[src/rtl/ps2_pkg.sv]
// Shared definitions for the PS/2 keyboard path: prefix bytes, the decoder
// state encoding and the key-event record carried to the consumers.
package ps2_pkg;

   localparam logic [7:0] SC_EXT = 8'hE0;
   localparam logic [7:0] SC_BRK = 8'hF0;

   typedef enum logic [1:0] {
      IDLE    = 2'd0,
      EXT     = 2'd1,
      BRK     = 2'd2,
      EXT_BRK = 2'd3
   } kbd_state_t;

   typedef struct packed {
      logic       ext;
      logic       brk;
      logic       rep;
      logic [7:0] code;
   } kbd_evt_t;

   localparam int EVT_W = $bits(kbd_evt_t);

   function automatic logic is_prefix(input logic [7:0] b);
      return (b == SC_EXT) || (b == SC_BRK);
   endfunction

endpackage

[src/rtl/ps2_evt_reg.sv]
// One-entry valid/ready holding register for decoded key events.
module ps2_evt_reg
   import ps2_pkg::*;
(
   input  logic             clk,
   input  logic             clrn,
   input  logic             load,
   input  logic [EVT_W-1:0] evt_in,
   input  logic             ready,
   output logic             valid,
   output logic [EVT_W-1:0] evt_out
);

   logic             vld_p1;
   logic [EVT_W-1:0] evt_p1;

   // A load in the same cycle as an accept keeps the register full.
   always_ff @(posedge clk or negedge clrn) begin
      if (!clrn) begin
         vld_p1 <= 1'b0;
         evt_p1 <= '0;
      end else if (load) begin
         vld_p1 <= 1'b1;
         evt_p1 <= evt_in;
      end else if (vld_p1 && ready) begin
         vld_p1 <= 1'b0;
      end
   end

   assign valid   = vld_p1;
   assign evt_out = evt_p1;

endmodule

[src/rtl/ps2_kbd_ctrl.sv]
// Pops scan bytes from the PS/2 receiver FIFO, decodes E0/F0 prefixes into key
// events, filters typematic repeats and tracks the held key and press count.
module ps2_kbd_ctrl
   import ps2_pkg::*;
#(
   parameter logic [23:0] TIMEOUT_CYC     = 24'd5_000_000,
   parameter bit          SUPPRESS_REPEAT = 1'b1,
   parameter int          CNT_W           = 8
)(
   input  logic             clk,
   input  logic             clrn,
   input  logic             kbd_ready,
   input  logic [7:0]       kbd_data,
   input  logic             kbd_overflow,
   output logic             kbd_nextdata_n,
   output logic             ev_valid,
   input  logic             ev_ready,
   output logic [7:0]       ev_code,
   output logic             ev_ext,
   output logic             ev_break,
   output logic             ev_rep,
   output logic             key_down,
   output logic [7:0]       held_code,
   output logic [CNT_W-1:0] press_cnt,
   output logic             err,
   input  logic             err_clr
);

   kbd_state_t  state, state_nxt;
   logic        gap_p0;
   logic [23:0] timer_p0;
   logic        held_ext;

   logic        pop;
   logic        timeout;
   logic        emit, emit_ext, emit_brk, proto_err;
   logic        key_match, is_rep, new_press, rel_held, ev_load;
   kbd_evt_t    evt_in, evt_q;
   logic [EVT_W-1:0] evt_out;

   // The receiver needs a cycle to present its next byte, hence the gap.
   assign pop            = kbd_ready && !gap_p0 && (!ev_valid || ev_ready);
   assign kbd_nextdata_n = !pop;

   assign timeout = (state != IDLE) && !pop && (timer_p0 == TIMEOUT_CYC - 24'd1);

   always_ff @(posedge clk or negedge clrn) begin
      if (!clrn) state <= IDLE;
      else       state <= state_nxt;
   end

   always_comb begin
      state_nxt = state;
      emit      = 1'b0;
      emit_ext  = 1'b0;
      emit_brk  = 1'b0;
      proto_err = 1'b0;
      if (pop) begin
         unique case (state)
            IDLE: begin
               if (kbd_data == SC_EXT)      state_nxt = EXT;
               else if (kbd_data == SC_BRK) state_nxt = BRK;
               else                         emit      = 1'b1;
            end
            EXT: begin
               if (kbd_data == SC_BRK) begin
                  state_nxt = EXT_BRK;
               end else if (kbd_data == SC_EXT) begin
                  proto_err = 1'b1;
               end else begin
                  emit      = 1'b1;
                  emit_ext  = 1'b1;
                  state_nxt = IDLE;
               end
            end
            BRK: begin
               state_nxt = IDLE;
               if (is_prefix(kbd_data)) begin
                  proto_err = 1'b1;
               end else begin
                  emit     = 1'b1;
                  emit_brk = 1'b1;
               end
            end
            EXT_BRK: begin
               state_nxt = IDLE;
               if (is_prefix(kbd_data)) begin
                  proto_err = 1'b1;
               end else begin
                  emit     = 1'b1;
                  emit_ext = 1'b1;
                  emit_brk = 1'b1;
               end
            end
            default: state_nxt = IDLE;
         endcase
      end else if (timeout) begin
         state_nxt = IDLE;
      end
   end

   assign key_match = key_down && (held_ext == emit_ext) && (held_code == kbd_data);
   assign is_rep    = emit && !emit_brk && key_match;
   assign new_press = emit && !emit_brk && !key_match;
   assign rel_held  = emit && emit_brk && key_match;
   assign ev_load   = emit && (emit_brk || !is_rep || !SUPPRESS_REPEAT);

   assign evt_in.ext  = emit_ext;
   assign evt_in.brk  = emit_brk;
   assign evt_in.rep  = is_rep;
   assign evt_in.code = kbd_data;

   // Decode stage: byte popped this cycle drives the event register and key state.
   always_ff @(posedge clk or negedge clrn) begin
      if (!clrn) begin
         gap_p0    <= 1'b0;
         timer_p0  <= '0;
         key_down  <= 1'b0;
         held_code <= '0;
         held_ext  <= 1'b0;
         press_cnt <= '0;
         err       <= 1'b0;
      end else begin
         gap_p0 <= pop;
         if (pop || (state == IDLE) || timeout) timer_p0 <= '0;
         else                                   timer_p0 <= timer_p0 + 24'd1;
         if (new_press) begin
            key_down  <= 1'b1;
            held_code <= kbd_data;
            held_ext  <= emit_ext;
            press_cnt <= press_cnt + CNT_W'(1);
         end else if (rel_held) begin
            key_down <= 1'b0;
         end
         err <= (err && !err_clr) || kbd_overflow || proto_err || timeout;
      end
   end

   ps2_evt_reg u_evt_reg (
      .clk     (clk),
      .clrn    (clrn),
      .load    (ev_load),
      .evt_in  (evt_in),
      .ready   (ev_ready),
      .valid   (ev_valid),
      .evt_out (evt_out)
   );

   assign evt_q    = evt_out;
   assign ev_code  = evt_q.code;
   assign ev_ext   = evt_q.ext;
   assign ev_break = evt_q.brk;
   assign ev_rep   = evt_q.rep;

endmodule

[config.mk]
export PLATFORM = sky130hd
export DESIGN_NAME = ps2_kbd_ctrl
export DESIGN_NICKNAME = d
export VERILOG_FILES = /design/src/rtl/ps2_pkg.sv /design/src/rtl/ps2_evt_reg.sv /design/src/rtl/ps2_kbd_ctrl.sv
export SDC_FILE = /design/constraint.sdc
export NUM_CORES = 1
export LEC_CHECK = 0
export BUFFER_PORTS_ARGS = -buffer_cell sky130_fd_sc_hd__buf_2
export CORE_ASPECT_RATIO = 1.2
export CORE_UTILIZATION = 40
export DETAILED_ROUTE_END_ITERATION = 16
export PLACE_DENSITY_LB_ADDON = 0.08
export SYNTH_ARGS = -nofsm -noshare
export SYNTH_HDL_FRONTEND = slang
export SYNTH_SLANG_ARGS = --single-unit
[constraint.sdc]
create_clock -name clk -period 4.8 [get_ports clk]
set_input_delay 0.96 -clock clk [delete_from_list [all_inputs] [get_ports clk]]
set_output_delay 0.96 -clock clk [all_outputs]
set_load 0.02 [all_outputs]
**Yosys cells after proc, flatten, opt, wreduce, memory -nomap -nowiden**

Cells that the tools add are included.

- Bitwise gates (word level): 0
- Add/subtract/negate cells: 2
- $mul: 0
- Muxes and demuxes: 28
- Reduce and logical (&&, ||, !) cells: 36
- Equality and inequality tests: 10
- Order comparisons: 0
- Div/mod/pow operators: 0
- Shift operators: 0

Operators with widths:

| operator | number |
|---|---|
| adder 24 x 1 -> 24 bit (second input constant) | 1 |
| == test 24 x 23 -> 1 bit (second input constant) | 1 |
| 2-to-1 mux 24 bit | 1 |
| 2-to-1 mux 1 bit | 17 |
| == test 8 bit (second input constant) | 2 |
| logical AND 1 bit | 14 |
| 2-to-1 mux 2 bit | 6 |
| adder 8 x 1 -> 8 bit (second input constant) | 1 |
| == test 8 bit | 1 |
| logical OR 1 bit | 8 |
| != test 4 bit (second input constant) | 2 |
| nonzero test 2 bit | 4 |
| zero test 1 bit | 7 |
| case mux 2 bit (3 select lines) | 1 |
| == test 2 bit (second input constant) | 2 |
| case mux 1 bit (2 select lines) | 2 |
| case mux 1 bit (3 select lines) | 1 |
| AND reduction 3 bit | 1 |
| == test 2 x 1 -> 1 bit (second input constant) | 1 |
| zero test 2 bit | 1 |
| OR reduction 2 bit | 1 |
| == test 1 bit | 1 |

- Input bits: 14
- Memories kept: 0
- Bits in writable memories: 0
- Logic and storage cells: 86
- Output and inout bits: 31
- Latch bits: 0
- Register bits after elaboration: 58
- Memory bits (read-only): 0

**Depth between registers and ports, before layout**

- Word-level depth: 13
- Mapped depth: 8
- Depth with buffers taken out: 6

**Hierarchy**

A second synthesis with hierarchy kept.

- Cell total of the unflattened synthesis: 252
- Area total of the unflattened synthesis: 2871.5 sq um

By module, submodules not included:

| module | area an instance (sq um) | seq. area each (sq um) | times used | cells each |
|---|---|---|---|---|
| ps2_kbd_ctrl | 2389.8 | 1151.1 | 1 | 226 |
| ps2_evt_reg | 481.7 | 300.3 | 1 | 26 |

**Worst setup path before layout**

OpenSTA, ideal clock, no wires.

- Kind: input -> register
- From: in kbd_data[0]
- To: reg held_code[0]
- Data arrival time: 2471 ps
- Setup slack: 2204 ps
- Cell stages on the path: 6
- Path buffers: 1
- Required time: 4675 ps
- Cells stage by stage: or3_1 o211ai_1 nor2_1 nand2_1 buf_2 mux2_2

- Longest elaborated chain between the ends: 10
- Elaborated cells between the ends (all ways): 22
- Classes of those cells: eq/ne (4); mux (11); reduce/logical (7)

RTL lines:

| what | line | source |
|---|---|---|
| start: declaration | ps2_kbd_ctrl.sv:13 | `input logic [7:0] kbd_data,` |
| == test 8 bit (on tied branches) | -- |  |
| 2-to-1 mux 1 bit / logical OR 1 bit (equally long branches) | ps2_kbd_ctrl.sv:68, ps2_pkg.sv:25 |  |
| 2-to-1 mux 1 bit (on tied branches) | ps2_kbd_ctrl.sv:66, ps2_kbd_ctrl.sv:78, ps2_kbd_ctrl.sv:87 |  |
| case mux 1 bit (2 select lines) | ps2_kbd_ctrl.sv:59 | `unique case (state)` |
| 2-to-1 mux 1 bit | ps2_kbd_ctrl.sv:58 | `if (pop) begin` |
| == test 1 bit | ps2_kbd_ctrl.sv:102 | `assign key_match = key_down && (held_ext == emit_ext) && (held_code == kbd_data);` |
| logical AND 1 bit (2 in series) | ps2_kbd_ctrl.sv:102 |  |
| zero test 1 bit | ps2_kbd_ctrl.sv:104 | `assign new_press = emit && !emit_brk && !key_match;` |
| logical AND 1 bit | ps2_kbd_ctrl.sv:104 |  |
| end signal: assignment | ps2_kbd_ctrl.sv:129 | `held_code <= kbd_data;` |
| end: declaration | ps2_kbd_ctrl.sv:23 | `output logic [7:0] held_code,` |

Parallel ways exist; a longest one is shown, timed or not.
A chain may end at the register's enable or synchronous reset.

**Worst setup path after layout**

- From: reg timer_p0[15]
- To: reg timer_p0[6]

- Longest elaborated chain between the ends: 4

RTL lines:

| what | line | source |
|---|---|---|
| start: declaration | ps2_kbd_ctrl.sv:31 | `logic [23:0] timer_p0;` |
| start signal: assignment | ps2_kbd_ctrl.sv:126 | `else timer_p0 <= timer_p0 + 24'd1;` |
| == test 24 x 23 -> 1 bit | ps2_kbd_ctrl.sv:45 | `assign timeout = (state != IDLE) && !pop && (timer_p0 == TIMEOUT_CYC - 24'd1);` |
| logical AND 1 bit | ps2_kbd_ctrl.sv:45 |  |
| logical OR 1 bit | ps2_kbd_ctrl.sv:125 | `if (pop \|\| (state == IDLE) \|\| timeout) timer_p0 <= '0;` |
| 2-to-1 mux 24 bit | ps2_kbd_ctrl.sv:125 |  |

Every way passes these cells.

==> impl_metrics.env <==
export IMPL_postCtsSetupBuffers=0
export IMPL_power_density_nw_per_um2=416.6
export IMPL_synth_top_area_frac=0.5270
export IMPL_io_buffers=44
export IMPL_finClkSkew_ns=0.004652
export IMPL_fin_crit_sh=0.5724
export IMPL_synth_simple_area_share=0.2067
export IMPL_critical_path_class="flop to flop"
export IMPL_grt_pass1_vias=1944
export IMPL_gr_total_overflow=0
export IMPL_clk_transition_reported_paths_ns=0.06
export IMPL_finalCriticalPeriod_ns=2.748
export IMPL_ys_seq_area_frac=0.5270
export IMPL_cts_buffers=9
export IMPL_p_leak_nw=1.439
export IMPL_viasPerCell=5.138
export IMPL_yosysWarnings=0
export IMPL_routed_wirelength_mm=5.328
export IMPL_synth_fa_ha_area_frac=0.009087
export IMPL_gp_congestion=0.8106
export IMPL_rsz0062_at_grt="no"
export IMPL_synth_common_cells="58 x dfrtp_1, 29 x nor2_1, 22 x xor2_1, 18 x mux2_2, 18 x nand2_1"
export IMPL_avgSynthCellArea_um2=10.93
export IMPL_die_width_um=77.75
export IMPL_syn_to_final_growth_pct=17.99
export IMPL_hold_ws_ns=0.4702
export IMPL_yosysTopAreaCell="dfrtp_1"
export IMPL_fp_row_count=32
export IMPL_slew_violations=0
export IMPL_hold_buffers=0
export IMPL_start_util=0.4220
export IMPL_yosys_mux_area_fraction=0.07724
export IMPL_antenna_found_initial=0
export IMPL_htreeDepth=3
export IMPL_slew_headroom=0.4096
export IMPL_cts_tree="done"
export IMPL_vias=2009
export IMPL_drt_initial_drc_count=67
export IMPL_grt_max_degree=59
export IMPL_hold_violations=0
export IMPL_min_path_type="flop to flop"
export IMPL_max_freq_mhz=363.9
export IMPL_drive_gt1_frac=0.2680
export IMPL_worstSetupEndpointType="flop"
export IMPL_synth_top_family_by_area="simple AND/OR/NAND/NOR gates"
export IMPL_dieArea_um2=7222
export IMPL_netlist_area_um2=2754
export IMPL_syn_inst=252
export IMPL_synth_compound_area_frac=0.04407
export IMPL_ys_flop_type="dfrtp_1"
export IMPL_p_clk_frac=0.341
export IMPL_seqPwrFrac=0.448
export IMPL_drt_first_pass_iters=4
export IMPL_p_sw_frac=0.2997
export IMPL_cts_sinks=58
export IMPL_wl_per_cell_um=13.63
export IMPL_startpoint_type="flop"
export IMPL_cts_repair_resized=0
export IMPL_final_nets=318
export IMPL_worstPathMaxFanout=24
export IMPL_status="complete, no violations"
export IMPL_switchingPower_mw=0.4057
export IMPL_grt_pass1_wl_mm=9.018
export IMPL_hpwl_mm=3.687
export IMPL_maxCapViolations=0
export IMPL_synthArstFlopShare=1.000
export IMPL_comb_power_share=0.211
export IMPL_n_antenna_cell=0
export IMPL_ys_ff_latch=58
export IMPL_setup_tns_final_ns=0
export IMPL_die_h_um=92.90
export IMPL_syn_nets=268
export IMPL_ant_nets=0
export IMPL_root_buffer="clkbuf_8"
export IMPL_finalSetupViolations=0
export IMPL_power_internal_mw=0.9481
export IMPL_vdd_drop_max_uv=155.1
export IMPL_synth_edff_count=0
export IMPL_synth_top_cells_by_area="dfrtp_1 53%, mux2_2 7.4%, xor2_1 7.0%"
export IMPL_synthDistinctLibCells=43
export IMPL_yosysMostFrequentCell="dfrtp_1"
export IMPL_drcViolationCount=0
export IMPL_cp_data_required_time_ns=4.98
export IMPL_pin_count=45
export IMPL_clk_latency_ns=0.33
export IMPL_synth_xor_area_share=0.1081
export IMPL_coreArea_um2=6526
export IMPL_worst_pin_slew_ns=0.8856
export IMPL_grt_use_total=0.1654
export IMPL_critical_path_arrival_ns=2.93
export IMPL_clockBufferDepth=2
==> placed cells by master (no fill, tap or decap), drive strengths merged, types with 3 or more instances in the layout <==
cell type / count
dfrtp: 58
buf: 45
nor2: 29
xor2: 22
nand2: 18
mux2: 18
nand3: 13
clkbuf: 13
nand4: 12
xnor2: 12
inv: 9
nor3: 8
and3: 6
nand2b: 4
nor2b: 3
nor4: 3
==> per-stage QoR <==
stage / area, um2 / setup slack [ns] / util / total power, mW / cells
finish: 3249 / 2.052 / 0.4979 / 1.354 / 391
global route: 3249 / 1.797 / 0.4979 / 1.428 / 391
CTS: 3249 / 2.009 / 0.4979 / 1.375 / 391
detailed placement: 3045 / 1.707 / 0.4666 / 0.9070 / 376
global placement: 3045 / 1.729 / 0.4666 / 0.9043 / 376
floorplan: 2754 / 2.204 / - / 0.7967 / 252
==> worst paths after layout <==
check / start / end / slack [ns] / depth (start not counted)
worst max-delay path: timer_p0[15]$_DFF_PN0_ / timer_p0[6]$_DFF_PN0_ / 2.05 / 5
worst min-delay path: press_cnt[7]$_DFFE_PN0P_ / press_cnt[7]$_DFFE_PN0P_ / 0.47 / 1
worst min register to register: press_cnt[7]$_DFFE_PN0P_ / press_cnt[7]$_DFFE_PN0P_ / 0.47 / 1
min in group asynchronous: clrn / u_evt_reg.evt_out[7]$_DFFE_PN0P_ / 0.77 / 2
worst max register to register: timer_p0[15]$_DFF_PN0_ / timer_p0[6]$_DFF_PN0_ / 2.05 / 5
max in group asynchronous: clrn / timer_p0[10]$_DFF_PN0_ / 3.56 / 2
==> cell families after synthesis <==
kind of cell	after synthesis
and+or+nand+nor	109
muxes	19
DFF	58
adders and majority gates	2
AOI/OAI and AO/OA	15
xor gates and xnor gates	34
buffers and inverters	15
==> state kept, by name, summed over array words and instances, names as in the netlist, 2 cells and up <==
signal,flops
held_code,8
timer_p0,24
u_evt_reg.evt_out,11
state,2
press_cnt,8
==> layout make-up <==
class	instances	area, um2
clock buffer	13	168.9
clock inverter	2	35.03
fill	603	3277
inverter	9	33.78
multi-input combinational	179	1226
sequential	58	1451
tap	85	106.4
timing repair buffer	45	227.7
==> metal layers <==
metal	up-vias	routed length, um	GRT usage
li1	979	-	-
met1	979	2380	0.1932
met2	39	2639	0.2699
met3	12	170	0.03645
met4	0	138	0.1132
met5	-	0	0
==> worst max-delay path, stage by stage, from the launching register on <==
cell and delay (ns):
dfrtp_1 0.43, or4b_1 0.51, or4_4 0.50, nor4_2 0.30
nand2b_1 0.73, nor2_1 0.12
==> power groups by stage <==
stage / sequential (mW) / clock [mW] / combinational [mW]
finish: 0.607 / 0.461 / 0.286
global route: 0.618 / 0.497 / 0.313
CTS: 0.608 / 0.476 / 0.291
detailed placement: 0.617 / 0 / 0.291
global placement: 0.616 / 0 / 0.288
floorplan: 0.683 / 0 / 0.114
(Power assumes the default switching activity.)
